--- config.mk ---
export PLATFORM = sky130hd
export DESIGN_NAME = monobit_bitgen
export DESIGN_NICKNAME = d
export VERILOG_FILES = /design/src/rtl/monobit_pkg.sv /design/src/rtl/monobit_lfsr16.sv /design/src/rtl/monobit_bitgen.sv
export SDC_FILE = /design/constraint.sdc
export NUM_CORES = 1
export LEC_CHECK = 0
export CAP_MARGIN = 30
export CORE_MARGIN = 5
export CORE_UTILIZATION = 54
export DETAILED_ROUTE_END_ITERATION = 10
export PLACE_DENSITY = 0.85
export RECOVER_POWER = 25
export SLEW_MARGIN = 10
export SYNTH_ARGS = -nofsm -noshare
export SYNTH_HDL_FRONTEND = slang
export SYNTH_HIERARCHICAL = 1
export SYNTH_SLANG_ARGS = --single-unit
export TNS_END_PERCENT = 100
--- constraint.sdc ---
create_clock -name clk -period 4.9 [get_ports clk]
set_input_delay 1.47 -clock clk [delete_from_list [all_inputs] [get_ports clk]]
set_output_delay 1.47 -clock clk [all_outputs]
set_load 0.01 [all_outputs]
--- src/rtl/monobit_pkg.sv ---
// Shared encodings for the monobit bit generator and the monobit frequency tester.
package monobit_pkg;

  typedef enum logic [2:0] {
    MODE_LFSR = 3'd0,
    MODE_ZERO = 3'd1,
    MODE_ONE  = 3'd2,
    MODE_ALT  = 3'd3,
    MODE_AND  = 3'd4,
    MODE_OR   = 3'd5
  } mode_t;

  typedef enum logic [1:0] {
    IDLE = 2'd0,
    RUN  = 2'd1,
    DONE = 2'd2
  } state_t;

  // Feedback taps at bits 15, 13, 12 and 10.
  localparam logic [15:0] LFSR_TAPS    = 16'hB400;
  localparam logic [15:0] SEED_DEFAULT = 16'hACE1;

  function automatic logic mode_uses_lfsr(input logic [2:0] m);
    return (m == MODE_LFSR) || (m == MODE_AND) || (m == MODE_OR);
  endfunction

endpackage

--- src/rtl/monobit_lfsr16.sv ---
// 16-bit Fibonacci LFSR with seed load and enable-gated step; a zero seed is replaced by SEED_INIT.
module monobit_lfsr16
  import monobit_pkg::*;
#(
  parameter logic [15:0] SEED_INIT = SEED_DEFAULT
) (
  input  logic        clk,
  input  logic        rst,
  input  logic        i_load,
  input  logic [15:0] i_seed,
  input  logic        i_en,
  output logic [1:0]  o_top
);

  logic [15:0] r_s;
  logic        w_fb;

  assign w_fb  = ^(r_s & LFSR_TAPS);
  assign o_top = r_s[15:14];

  always_ff @(posedge clk) begin
    if (rst) begin
      r_s <= SEED_INIT;
    end else if (i_load) begin
      r_s <= (i_seed == 16'h0000) ? SEED_INIT : i_seed;
    end else if (i_en) begin
      r_s <= {r_s[14:0], w_fb};
    end
  end

endmodule

--- src/rtl/monobit_bitgen.sv ---
// Framed test-bit source: emits block_len bits over a valid/ready link and tallies the ones sent.
// Optional back-to-back streaming of blocks is enabled with `define MONOBIT_BITGEN_CONT_EN.
module monobit_bitgen #(
  parameter int          BLOCK_W      = 10,
  parameter logic [15:0] SEED_DEFAULT = monobit_pkg::SEED_DEFAULT
) (
  input  logic               clk,
  input  logic               rst,
  input  logic               seed_load,
  input  logic [15:0]        seed,
  input  logic [2:0]         mode,
  input  logic [BLOCK_W-1:0] block_len,
  input  logic               start,
`ifdef MONOBIT_BITGEN_CONT_EN
  input  logic               cont,
`endif
  output logic               bit_out,
  output logic               bit_valid,
  input  logic               bit_ready,
  output logic               bit_last,
  output logic               busy,
  output logic               done,
  output logic [BLOCK_W:0]   ones_count,
  output logic [1:0]         dbg_state
);

  import monobit_pkg::*;

  // Handshake: a bit transfers on any rising clk where bit_valid && bit_ready; while
  // bit_valid is high and bit_ready low, bit_out and bit_last hold their values.

  localparam logic [BLOCK_W:0] ONE_W = (BLOCK_W+1)'(1);

  state_t           r_state, w_next;
  logic [2:0]       r_mode;
  logic [BLOCK_W:0] r_rem, r_ones, w_len;
  logic             r_alt;
  logic [1:0]       w_top;
  logic             w_hs, w_last, w_bit, w_start, w_seed_ld;
  logic             w_restart, w_restart_d;
  logic [BLOCK_W:0] w_len_reload;

  assign w_start   = (r_state == IDLE) && start;
  assign w_seed_ld = (r_state == IDLE) && seed_load;
  assign w_hs      = bit_valid && bit_ready;
  assign w_last    = (r_state == RUN) && (r_rem == ONE_W);
  assign w_len     = (block_len == '0) ? {1'b1, {BLOCK_W{1'b0}}} : {1'b0, block_len};

`ifdef MONOBIT_BITGEN_CONT_EN
  logic [BLOCK_W:0] r_len;
  logic             r_restart;

  assign w_restart    = w_hs && w_last && cont;
  assign w_restart_d  = r_restart;
  assign w_len_reload = r_len;

  always_ff @(posedge clk) begin
    if (rst) begin
      r_len     <= '0;
      r_restart <= 1'b0;
    end else begin
      r_restart <= w_restart;
      if (w_start) r_len <= w_len;
    end
  end
`else
  assign w_restart    = 1'b0;
  assign w_restart_d  = 1'b0;
  assign w_len_reload = '0;
`endif

  always_ff @(posedge clk) begin
    if (rst) r_state <= IDLE;
    else     r_state <= w_next;
  end

  always_comb begin
    w_next = r_state;
    case (r_state)
      IDLE:    if (start) w_next = RUN;
      RUN:     if (w_hs && w_last && !w_restart) w_next = DONE;
      DONE:    w_next = IDLE;
      default: w_next = IDLE;
    endcase
  end

  always_comb begin
    w_bit = 1'b0;
    case (r_mode)
      MODE_LFSR: w_bit = w_top[1];
      MODE_ONE:  w_bit = 1'b1;
      MODE_ALT:  w_bit = r_alt;
      MODE_AND:  w_bit = w_top[1] & w_top[0];
      MODE_OR:   w_bit = w_top[1] | w_top[0];
      default:   w_bit = 1'b0;
    endcase
  end

  // The cycle after a back-to-back restart shows the finished total, so the tally restarts from 0 there.
  always_ff @(posedge clk) begin
    if (rst) begin
      r_mode <= '0;
      r_rem  <= '0;
      r_ones <= '0;
      r_alt  <= 1'b0;
    end else if (w_start) begin
      r_mode <= mode;
      r_rem  <= w_len;
      r_ones <= '0;
      r_alt  <= 1'b1;
    end else if (w_hs) begin
      r_ones <= (w_restart_d ? '0 : r_ones) + (BLOCK_W+1)'(bit_out);
      if (w_restart) begin
        r_rem <= w_len_reload;
        r_alt <= 1'b1;
      end else begin
        r_rem <= r_rem - ONE_W;
        r_alt <= ~r_alt;
      end
    end else if (w_restart_d) begin
      r_ones <= '0;
    end
  end

  monobit_lfsr16 #(
    .SEED_INIT(SEED_DEFAULT)
  ) u_lfsr (
    .clk    (clk),
    .rst    (rst),
    .i_load (w_seed_ld),
    .i_seed (seed),
    .i_en   (w_hs && mode_uses_lfsr(r_mode)),
    .o_top  (w_top)
  );

  assign bit_valid  = (r_state == RUN);
  assign bit_out    = (r_state == RUN) && w_bit;
  assign bit_last   = w_last;
  assign busy       = (r_state != IDLE);
  assign done       = (r_state == DONE) || w_restart_d;
  assign ones_count = r_ones;
  assign dbg_state  = r_state;

endmodule
# Word-level counts from Yosys, hierarchy flattened
# Index checks and enable logic that the tools add are counted.
# totals
wordCells	51
in_bits	34
ff_bits	44
# classes
n_reduce_logical	19
addsub	2
eq_ne	9
mux	12
n_bitwise	3
# ops
cell	n
$mux W16	3
$mux W11	3
$logic_not A16 Y1	1
$reduce_xor A16 Y1	1
$add A11 B1 Y11	1
$eq A11 B1 Y1 const B	1
$sub A11 B1 Y11 const B	1
$logic_not A10 Y1	1
$logic_and A1 B1 Y1	7
$eq A3 B2 Y1 const B	2
$eq A3 B3 Y1 const B	2
$reduce_bool A2 Y1	3
$pmux W1 S5	1
$mux W2	2
$pmux W2 S2	1
$logic_not A3 Y1	1
$eq A2 B1 Y1 const B	1
$eq A2 B2 Y1 const B	1
$logic_not A2 Y1	1
$logic_or A1 B1 Y1	2
$mux W1	2
$ne A2 B1 Y1 const B	1
$ne A2 B2 Y1 const B	1
$reduce_and A2 Y1	1
4 further kinds	4

# Depth between registers and ports, before layout
# Gate-level depths: netlist of run 1.
# depth
word_depth	6
depth_mapped	11

# Cells and area by module
# The synthesis of run 1 kept the hierarchy.
# by_module_without_submodules
mod	instances	cells_each	area_each_um2	seq_area_each_um2
monobit_bitgen	1	183	1502.7	560.5
monobit_lfsr16	1	89	824.5	320.3

# Least setup slack after synthesis of run 1
# OpenSTA, ideal clock, no wires.
# synth_path
path_type	input to register
start	input bit_ready
end	register u_lfsr.r_s[6]
arrival_ns	2.775
required_time_ns	4.783
slack_ns	2.008
path_buffers	2
cell_stages	7
path_cell_list	nand3b_4 nor3_1 clkbuf_1 buf_2 mux2_1 o22ai_1 nand2b_1
# synth_between
elab_chain_len	3
# synth_rtl
element	line_no	source
from (decl)	monobit_bitgen.sv:19	input logic bit_ready,
$logic_and A1 B1 Y1	monobit_bitgen.sv:45	assign w_hs = bit_valid && bit_ready;
$logic_and A1 B1 Y1	monobit_bitgen.sv:132	.i_en (w_hs && mode_uses_lfsr(r_mode)),
$reduce_bool A2 Y1 (no source line)	--	
to (signal assigned)	monobit_lfsr16.sv:25	r_s <= (i_seed == 16'h0000) ? SEED_INIT : i_seed;
to (signal assigned)	monobit_lfsr16.sv:27	r_s <= {r_s[14:0], w_fb};
to (decl)	monobit_lfsr16.sv:15	logic [15:0] r_s;
# No other way between the ends.
# A chain may end at the register's enable or synchronous reset.

# Final worst setup path of run 1
# layout_path
start	register r_rem[3]
end	output bit_last
# layout_between
elab_chain_len	2
# layout_rtl
element	line_no	source
from (decl)	monobit_bitgen.sv:36	logic [BLOCK_W:0] r_rem, r_ones, w_len;
from (signal assigned)	monobit_bitgen.sv:108	r_rem <= w_len;
from (signal assigned)	monobit_bitgen.sv:114	r_rem <= w_len_reload;
from (signal assigned)	monobit_bitgen.sv:117	r_rem <= r_rem - ONE_W;
$eq A11 B1 Y1	monobit_bitgen.sv:46	assign w_last = (r_state == RUN) && (r_rem == ONE_W);
$logic_and A1 B1 Y1	monobit_bitgen.sv:46	
to (decl)	monobit_bitgen.sv:20	output logic bit_last,
# No other way between the ends.

==> out/summary.txt, run 1 <==
prevailing post-synth register cell - dfxtp_1
Slew Viols, Final - 0
FF-to-FF setup slack - 2250 ps
Inst Count DP - 358
HP Class - reg -> reg
CTS H-Tree Depth - 2
Yosys top cell area share - 0.378
Global Route Usage Sum - 0.193
worst vdd ir - 0.000255 V
Die X - 75.7 microns
setup_tns - 0 ps
crit-path leading delay family - simple AND/OR/NAND/NOR gates
vias in the first global route - 1,942
CP cell instances - nor4_2 -> nand3_1 -> nor4_2 -> clkdlybuf4s50_1
critical path type - reg -> out
DP HPWL - 4030 microns
Post-synth top cells - dfxtp_1, nor2_1, a21oi_1
largest cells by area after synthesis - dfxtp_1, nor2_1, a21oi_1
worst hold path depth - 2
Slowest cell on crit path - clkdlybuf4s50_1
Pre-antenna DRT Iters - 4
P_leak - 1.04 nW
Initial Util - 0.570
Synth area leader - dfxtp_1
Worst-path clk slew - 80 ps
largest net degree at the start of global routing - 26
drt drc - 0
#FFs+latches synth - 44
Hold EP - r_mode[0]$_SDFFE_PP0P_
CP endpoint kind - output port
first-pass GRT wire length - 8560 microns
Power Density - 272 nW/um^2
final worst slack - 1230 ps
EDFF count, synth - 0
Clock Skew - 13.1 ps
Mapped Area - 2330 sq um
cts hold-fix bufs - 0
crit path buf inv count - 1
Antenna diodes - 0
most common cell in the netlist - dfxtp_1
layout cells sized above 1 - 0.0981
Least-Margin Pin Slew - 628 ps
Hold Violations, Final - 0
final setup fails - 0
Final #Nets - 353
CP Data Required Time - 3430 ps
post-synth net total - 310
area grow syn2layout - 26.2%
Congestion Overflow GR - 0
Clock Sinks - 44
root buffer cell - clkbuf_8
pre-CTS setup slack - 1440 ps
Clk Latency, worst-skew pair - 310 ps
CP max stage delay - 590 ps
Sequential cell area - 881 sq um
Wirelength per Cell - 14.7 microns
GPL Wtd Cong - 0.865
initial antenna violation count - 0
Netlist cell types - 47
Mapped Cells - 272
max-cap violations - 0
Cell Rows - 23
Worst EP arrival - 2200 ps
die height - 75.7 microns
number of fill cells - 348
mean post-synth cell area - 8.56 sq um
Hold Startpoint - r_mode[0]$_SDFFE_PP0P_
Max Clock Freq - 273 MHz
CP Max Fanout - 5
sequential area share after synthesis - 0.378
Yosys warnings - 6
status - finished clean
drt total wl - 5370 microns
min cycle time layout - 3670 ps
post-route ant nets - 0
die area - 5720 sq um
input/output buffers - 51
non-filler instance count after layout - 366
Worst R2R End - ones_count[10]$_SDFFE_PP0P_
routed vias - 2,141
multi-input logic area - 1330 sq um
CTS tree - done
CTS Buf Count - 5
RSZ-0062 raised after global routing - false
fin crit share - 0.748
Placeable Area - 4090 sq um
Resized Gates After CTS - 0
Via density - 5.85
DRT iter0 DRCs - 95
worst r2r path cells - 8
Setup Buffers After CTS - 0
Rel. slew slack - 0.579
Top Ports - 52
Reg2Reg Launch Point - dbg_state[0]$_SDFFE_PP0P_
Post-synth ARST share - 0
most frequent CP cell - nor4_2
CP Launch Type - flip-flop
clk buf depth - 2
-- registers in the layout, summed over array words and instances, names as in the netlist --
name / cells
r_mode: 3
r_alt: 1
ones_count: 11
r_rem: 11
dbg_state: 2
u_lfsr/r_s: 16
-- layout make-up --
cell class,count,area share
sequential,44,0.300
tap,50,0.0213
inverter,9,0.0115
clock inverter,3,0.00810
timing repair buffer,54,0.182
clock buffer,5,0.0234
multi-input combinational,201,0.454
-- worst min-delay path, delay by kind of cell, from the launching register on --
family | cells | cell delay, ps
flops | 1 | 320
compound gates | 1 | 60
simple gates | 1 | 60
-- report_power, final --
| group | switching (mW) | total, mW | internal [mW] |
|---|---|---|---|
| registers | 0.0199 | 0.399 | 0.379 |
| clock network | 0.133 | 0.234 | 0.101 |
| logic | 0.0841 | 0.167 | 0.0824 |
| total | 0.237 | 0.799 | 0.562 |
-- cells by family (layout without fill, tap and decap cells) --
kind of cell             after synthesis  in the layout  synth area share
AO/OA/AOI/OAI                         57             57             0.159
flip-flops                            44             44             0.378
adder cells (fa/ha/maj)                4              4            0.0215
multiplexers                          16             16            0.0726
XOR/XNOR                              12             12            0.0452
AND/OR/NAND/NOR                      112            112             0.273
buffers and inverters                 27             71            0.0505
-- per-stage QoR --
stage | util | total power [mW] | area (sq um) | hold WS [ps]
floorplan | - | 0.512 | 2330 | 437
global placement | 0.696 | 0.568 | 2840 | 454
detailed placement | 0.696 | 0.573 | 2840 | 459
CTS | 0.719 | 0.802 | 2940 | 481
global route | 0.719 | 0.834 | 2940 | 493
finish | 0.719 | 0.799 | 2940 | 478
-- layer usage --
metal	track usage	vias to the layer above	wire [microns]
met2	0.337	65	2680
met1	0.236	1011	2340
met4	0.0660	0	59
met5	0	-	0
li1	-	1059	-
met3	0.0409	6	292
-- how the worst max path moves through the flow --
| stage | startpoint | cells after the start | slack (ps) | to |
|---|---|---|---|---|
| after global placement | bit_ready | 5 | 1520 | r_rem[10]$_SDFFE_PP0P_ |
| after CTS | r_rem[3]$_SDFFE_PP0P_ | 4 | 1240 | bit_last |
| after detailed placement | bit_ready | 5 | 1440 | r_rem[10]$_SDFFE_PP0P_ |
| after floorplan | bit_ready | 7 | 2010 | u_lfsr/r_s[6]$_SDFFE_PP1P_ |
| after global routing | r_rem[3]$_SDFFE_PP0P_ | 4 | 1090 | bit_last |
| final | r_rem[3]$_SDFFE_PP0P_ | 4 | 1230 | bit_last |
-- cells in the final DEF (no fill, tap or decap), types with 2 or more instances in the layout --
cell,instances
or2_2,2
nor4_2,2
nand2b_1,11
mux2i_1,9
nor2b_1,3
nor3_1,5
dlygate4sd3_1,11
o22ai_1,9
a32oi_1,2
xnor2_1,8
nand3_1,7
mux2_2,6
inv_1,9
buf_4,3
ha_1,4
clkdlybuf4s50_1,40
nor4_1,6
or3_1,3
o21ai_0,7
nand4b_1,2
dfxtp_1,44
clkinvlp_4,2
xor2_1,4
nand4_1,5
nand2_1,18
a31oi_1,4
clkbuf_8,5
a21oi_1,22
a211oi_1,5
nor2_1,34
or4_1,2
or4_4,4
No activity file was read; power rests on OpenSTA's default activity.
==> run 2, diff against run 1 <==
Settings changed: CORE_UTILIZATION 54 to 45, PLACE_DENSITY 0.85 to 0.75.
Clock period 4.9 ns to 3.12 ns, I/O delays scaled along.
==> run 2 against run 1 <==
Net effect: combinational power is 69% higher; power is 59% higher; sequential power is 56% higher; clock power increased by 57%; design area up 2.7%; critical path type unchanged; count of clock-buffer cells in the layout is 1 higher; utilization is 12 points lower.
==> out/summary.txt, run 2 (synthesized netlist as in run 1, its figures left out) <==
vias in the first global route - 1,961 (was 1,942)
initial antenna violation count - 0 (unchanged)
die area - 6710 sq um (was 5720 sq um)
Worst EP arrival - 2020 ps (was 2200 ps)
post-route ant nets - 0 (unchanged)
Rel. slew slack - 0.642 (was 0.579)
Slew Viols, Final - 0 (unchanged)
fin crit share - 0.947
worst vdd ir - 0.000239 V (was 0.000255 V)
critical path type - reg -> out (unchanged)
clk buf depth - 2 (unchanged)
FF-to-FF setup slack - 740 ps (was 2250 ps)
min cycle time layout - 2950 ps
Initial Util - 0.459 (was 0.570)
Seq pwr share - 0.489 (was 0.499)
WHS - 472 ps (was 478 ps)
Clock Skew - 8.90 ps (was 13.1 ps)
Clock Sinks - 44 (unchanged)
Antenna diodes - 0 (unchanged)
CTS tree - done (unchanged)
cts hold-fix bufs - 0 (unchanged)
Final #Nets - 360 (was 353)
routed vias - 2,107 (was 2,141)
Via density - 5.36 (was 5.85)
die height - 81.9 microns (was 75.7 microns)
drt drc - 0 (unchanged)
Global Route Usage Sum - 0.174 (was 0.193)
worst hold path depth - 2 (unchanged)
busiest layer in global routing - met2 (unchanged)
layout cells sized above 1 - 0.118 (was 0.0981)
Wirelength per Cell - 14.3 microns (was 14.7 microns)
Top Ports - 52 (unchanged)
Hold Startpoint - r_mode[0]$_SDFFE_PP0P_ (unchanged)
crit path buf inv count - 1 (unchanged)
CP cell instances - nor3_1 -> nand3_1 -> nor4_2 -> clkdlybuf4s50_1 (was nor4_2 -> nand3_1 -> nor4_2 -> clkdlybuf4s50_1)
Worst R2R End - ones_count[10]$_SDFFE_PP0P_ (unchanged)
root buffer cell - clkbuf_8 (unchanged)
Slowest cell on crit path - clkdlybuf4s50_1 (unchanged)
RSZ-0062 raised after global routing - false (unchanged)
Reg with most FFs - u_lfsr/r_s (unchanged)
Pre-antenna DRT Iters - 4 (unchanged)
CP Data Required Time - 2180 ps (was 3430 ps)
Placeable Area - 5070 sq um (was 4090 sq um)
Reg2Reg Launch Point - dbg_state[1]$_SDFFE_PP0P_ (was dbg_state[0]$_SDFFE_PP0P_)
Resized Gates After CTS - 0 (unchanged)
Cell Rows - 26 (was 23)
drt total wl - 5640 microns (was 5370 microns)
Least-Margin Pin Slew - 535 ps (was 628 ps)
CP max stage delay - 590 ps (about the same)
final setup fails - 0 (unchanged)
worst r2r path cells - 8 (unchanged)
Congestion Overflow GR - 0 (unchanged)
P_leak - 1.09 nW (was 1.04 nW)
M3 GR Usage - 0.0428 (was 0.0409)
crit-path leading delay family - simple AND/OR/NAND/NOR gates (unchanged)
Clock Power Share - 0.289 (was 0.293)
Internal Pwr Total - 0.912 mW (was 0.562 mW)
max FFs per register - 16 (unchanged)
Hold Violations, Final - 0 (unchanged)
Clk Latency, worst-skew pair - 290 ps (was 310 ps)
HP Class - reg -> reg (unchanged)
CP Launch Type - flip-flop (unchanged)
Setup Buffers After CTS - 0 (unchanged)
Sequential cell area - 881 sq um (unchanged)
setup_tns - 0 ps (unchanged)
max-cap violations - 0 (unchanged)
Hold EP - r_mode[0]$_SDFFE_PP0P_ (unchanged)
area grow syn2layout - 29.6% (was 26.2%)
sw power - 0.362 mW (was 0.237 mW)
Worst-path clk slew - 80 ps (about the same)
input/output buffers - 51 (unchanged)
CP endpoint kind - output port (unchanged)
Max Clock Freq - 338 MHz
Power Density - 422 nW/um^2 (was 272 nW/um^2)
number of fill cells - 504 (was 348)
multi-input logic area - 1340 sq um (was 1330 sq um)
met1 Use GR - 0.237 (was 0.236)
CP Max Fanout - 6 (was 5)
DRT iter0 DRCs - 98 (was 95)
Die X - 81.9 microns (was 75.7 microns)
CTS Buf Count - 5 (unchanged)
Sw Ratio - 0.284 (was 0.297)
combinational share of power - 0.222 (was 0.208)
Worst Setup SP - r_rem[6]$_SDFFE_PP0P_ (was r_rem[3]$_SDFFE_PP0P_)
most common library cell in the layout ignoring fill and taps - dfxtp_1 (unchanged)
met2 usage - 0.275 (was 0.337)
largest net degree at the start of global routing - 35 (was 26)
GPL Wtd Cong - 0.824 (was 0.865)
status - finished clean (unchanged)
CTS H-Tree Depth - 2 (unchanged)
DP HPWL - 4220 microns (was 4030 microns)
first-pass GRT wire length - 9140 microns (was 8560 microns)
most frequent cells in the layout - dfxtp_1, clkdlybuf4s50_1, nor2_1 (unchanged)
## run 2: cell type report
type | count | area share
inverter | 9 | 0.0112
clock buffer | 6 | 0.0274
sequential | 44 | 0.292
timing repair buffer | 61 | 0.193
multi-input combinational | 201 | 0.444
clock inverter | 2 | 0.00332
tap | 70 | 0.0290
## run 2: power by group through the flow
stage | clock network [mW] | logic, mW | registers (mW)
after floorplan | 0 | 0.176 | 0.629
after detailed placement | 0 | 0.279 | 0.636
final | 0.368 | 0.283 | 0.623
after global routing | 0.405 | 0.310 | 0.627
after CTS | 0.382 | 0.281 | 0.623
after global placement | 0 | 0.276 | 0.634
## run 2: worst reg2reg max path, delay by kind of cell (launching register included)
family / cells / cell delay (ps)
AOI/OAI and AO/OA: 1 / 300
and+or+nand+nor: 4 / 1010
DFF: 1 / 410
adders and majority gates: 2 / 390
xor gates and xnor gates: 1 / 160
## run 2: through the flow
step / setup slack [ps] / power (mW) / instance area, sq um / utilization / cells
4_1_cts: 111 / 1.29 / 3010 / 0.594 / 393
5_1_grt: 25.8 / 1.34 / 3020 / 0.594 / 393
3_5_place_dp: 298 / 0.915 / 2920 / 0.576 / 385
3_3_place_gp: 293 / 0.910 / 2920 / 0.576 / 385
6_report: 165 / 1.27 / 3020 / 0.594 / 393
2_1_floorplan: 714 / 0.805 / 2330 / - / 272
## run 2: how the worst max path moves through the flow
| stage | to | slack, ps | depth (start not counted) |
|---|---|---|---|
| final | bit_last | 170 | 4 |
| after global routing | bit_last | 30 | 4 |
| after CTS | bit_out | 110 | 3 |
| after detailed placement | u_lfsr/r_s[7]$_SDFFE_PP1P_ | 300 | 5 |
| after global placement | u_lfsr/r_s[11]$_SDFFE_PP1P_ | 290 | 7 |
| after floorplan | ones_count[10]$_SDFFE_PP0P_ | 710 | 10 |
## run 2: metal layers
layer,wire length [microns],share of wire
met3,335,0.059
met4,8,0.0014
met2,2560,0.45
met5,0,0
met1,2740,0.49
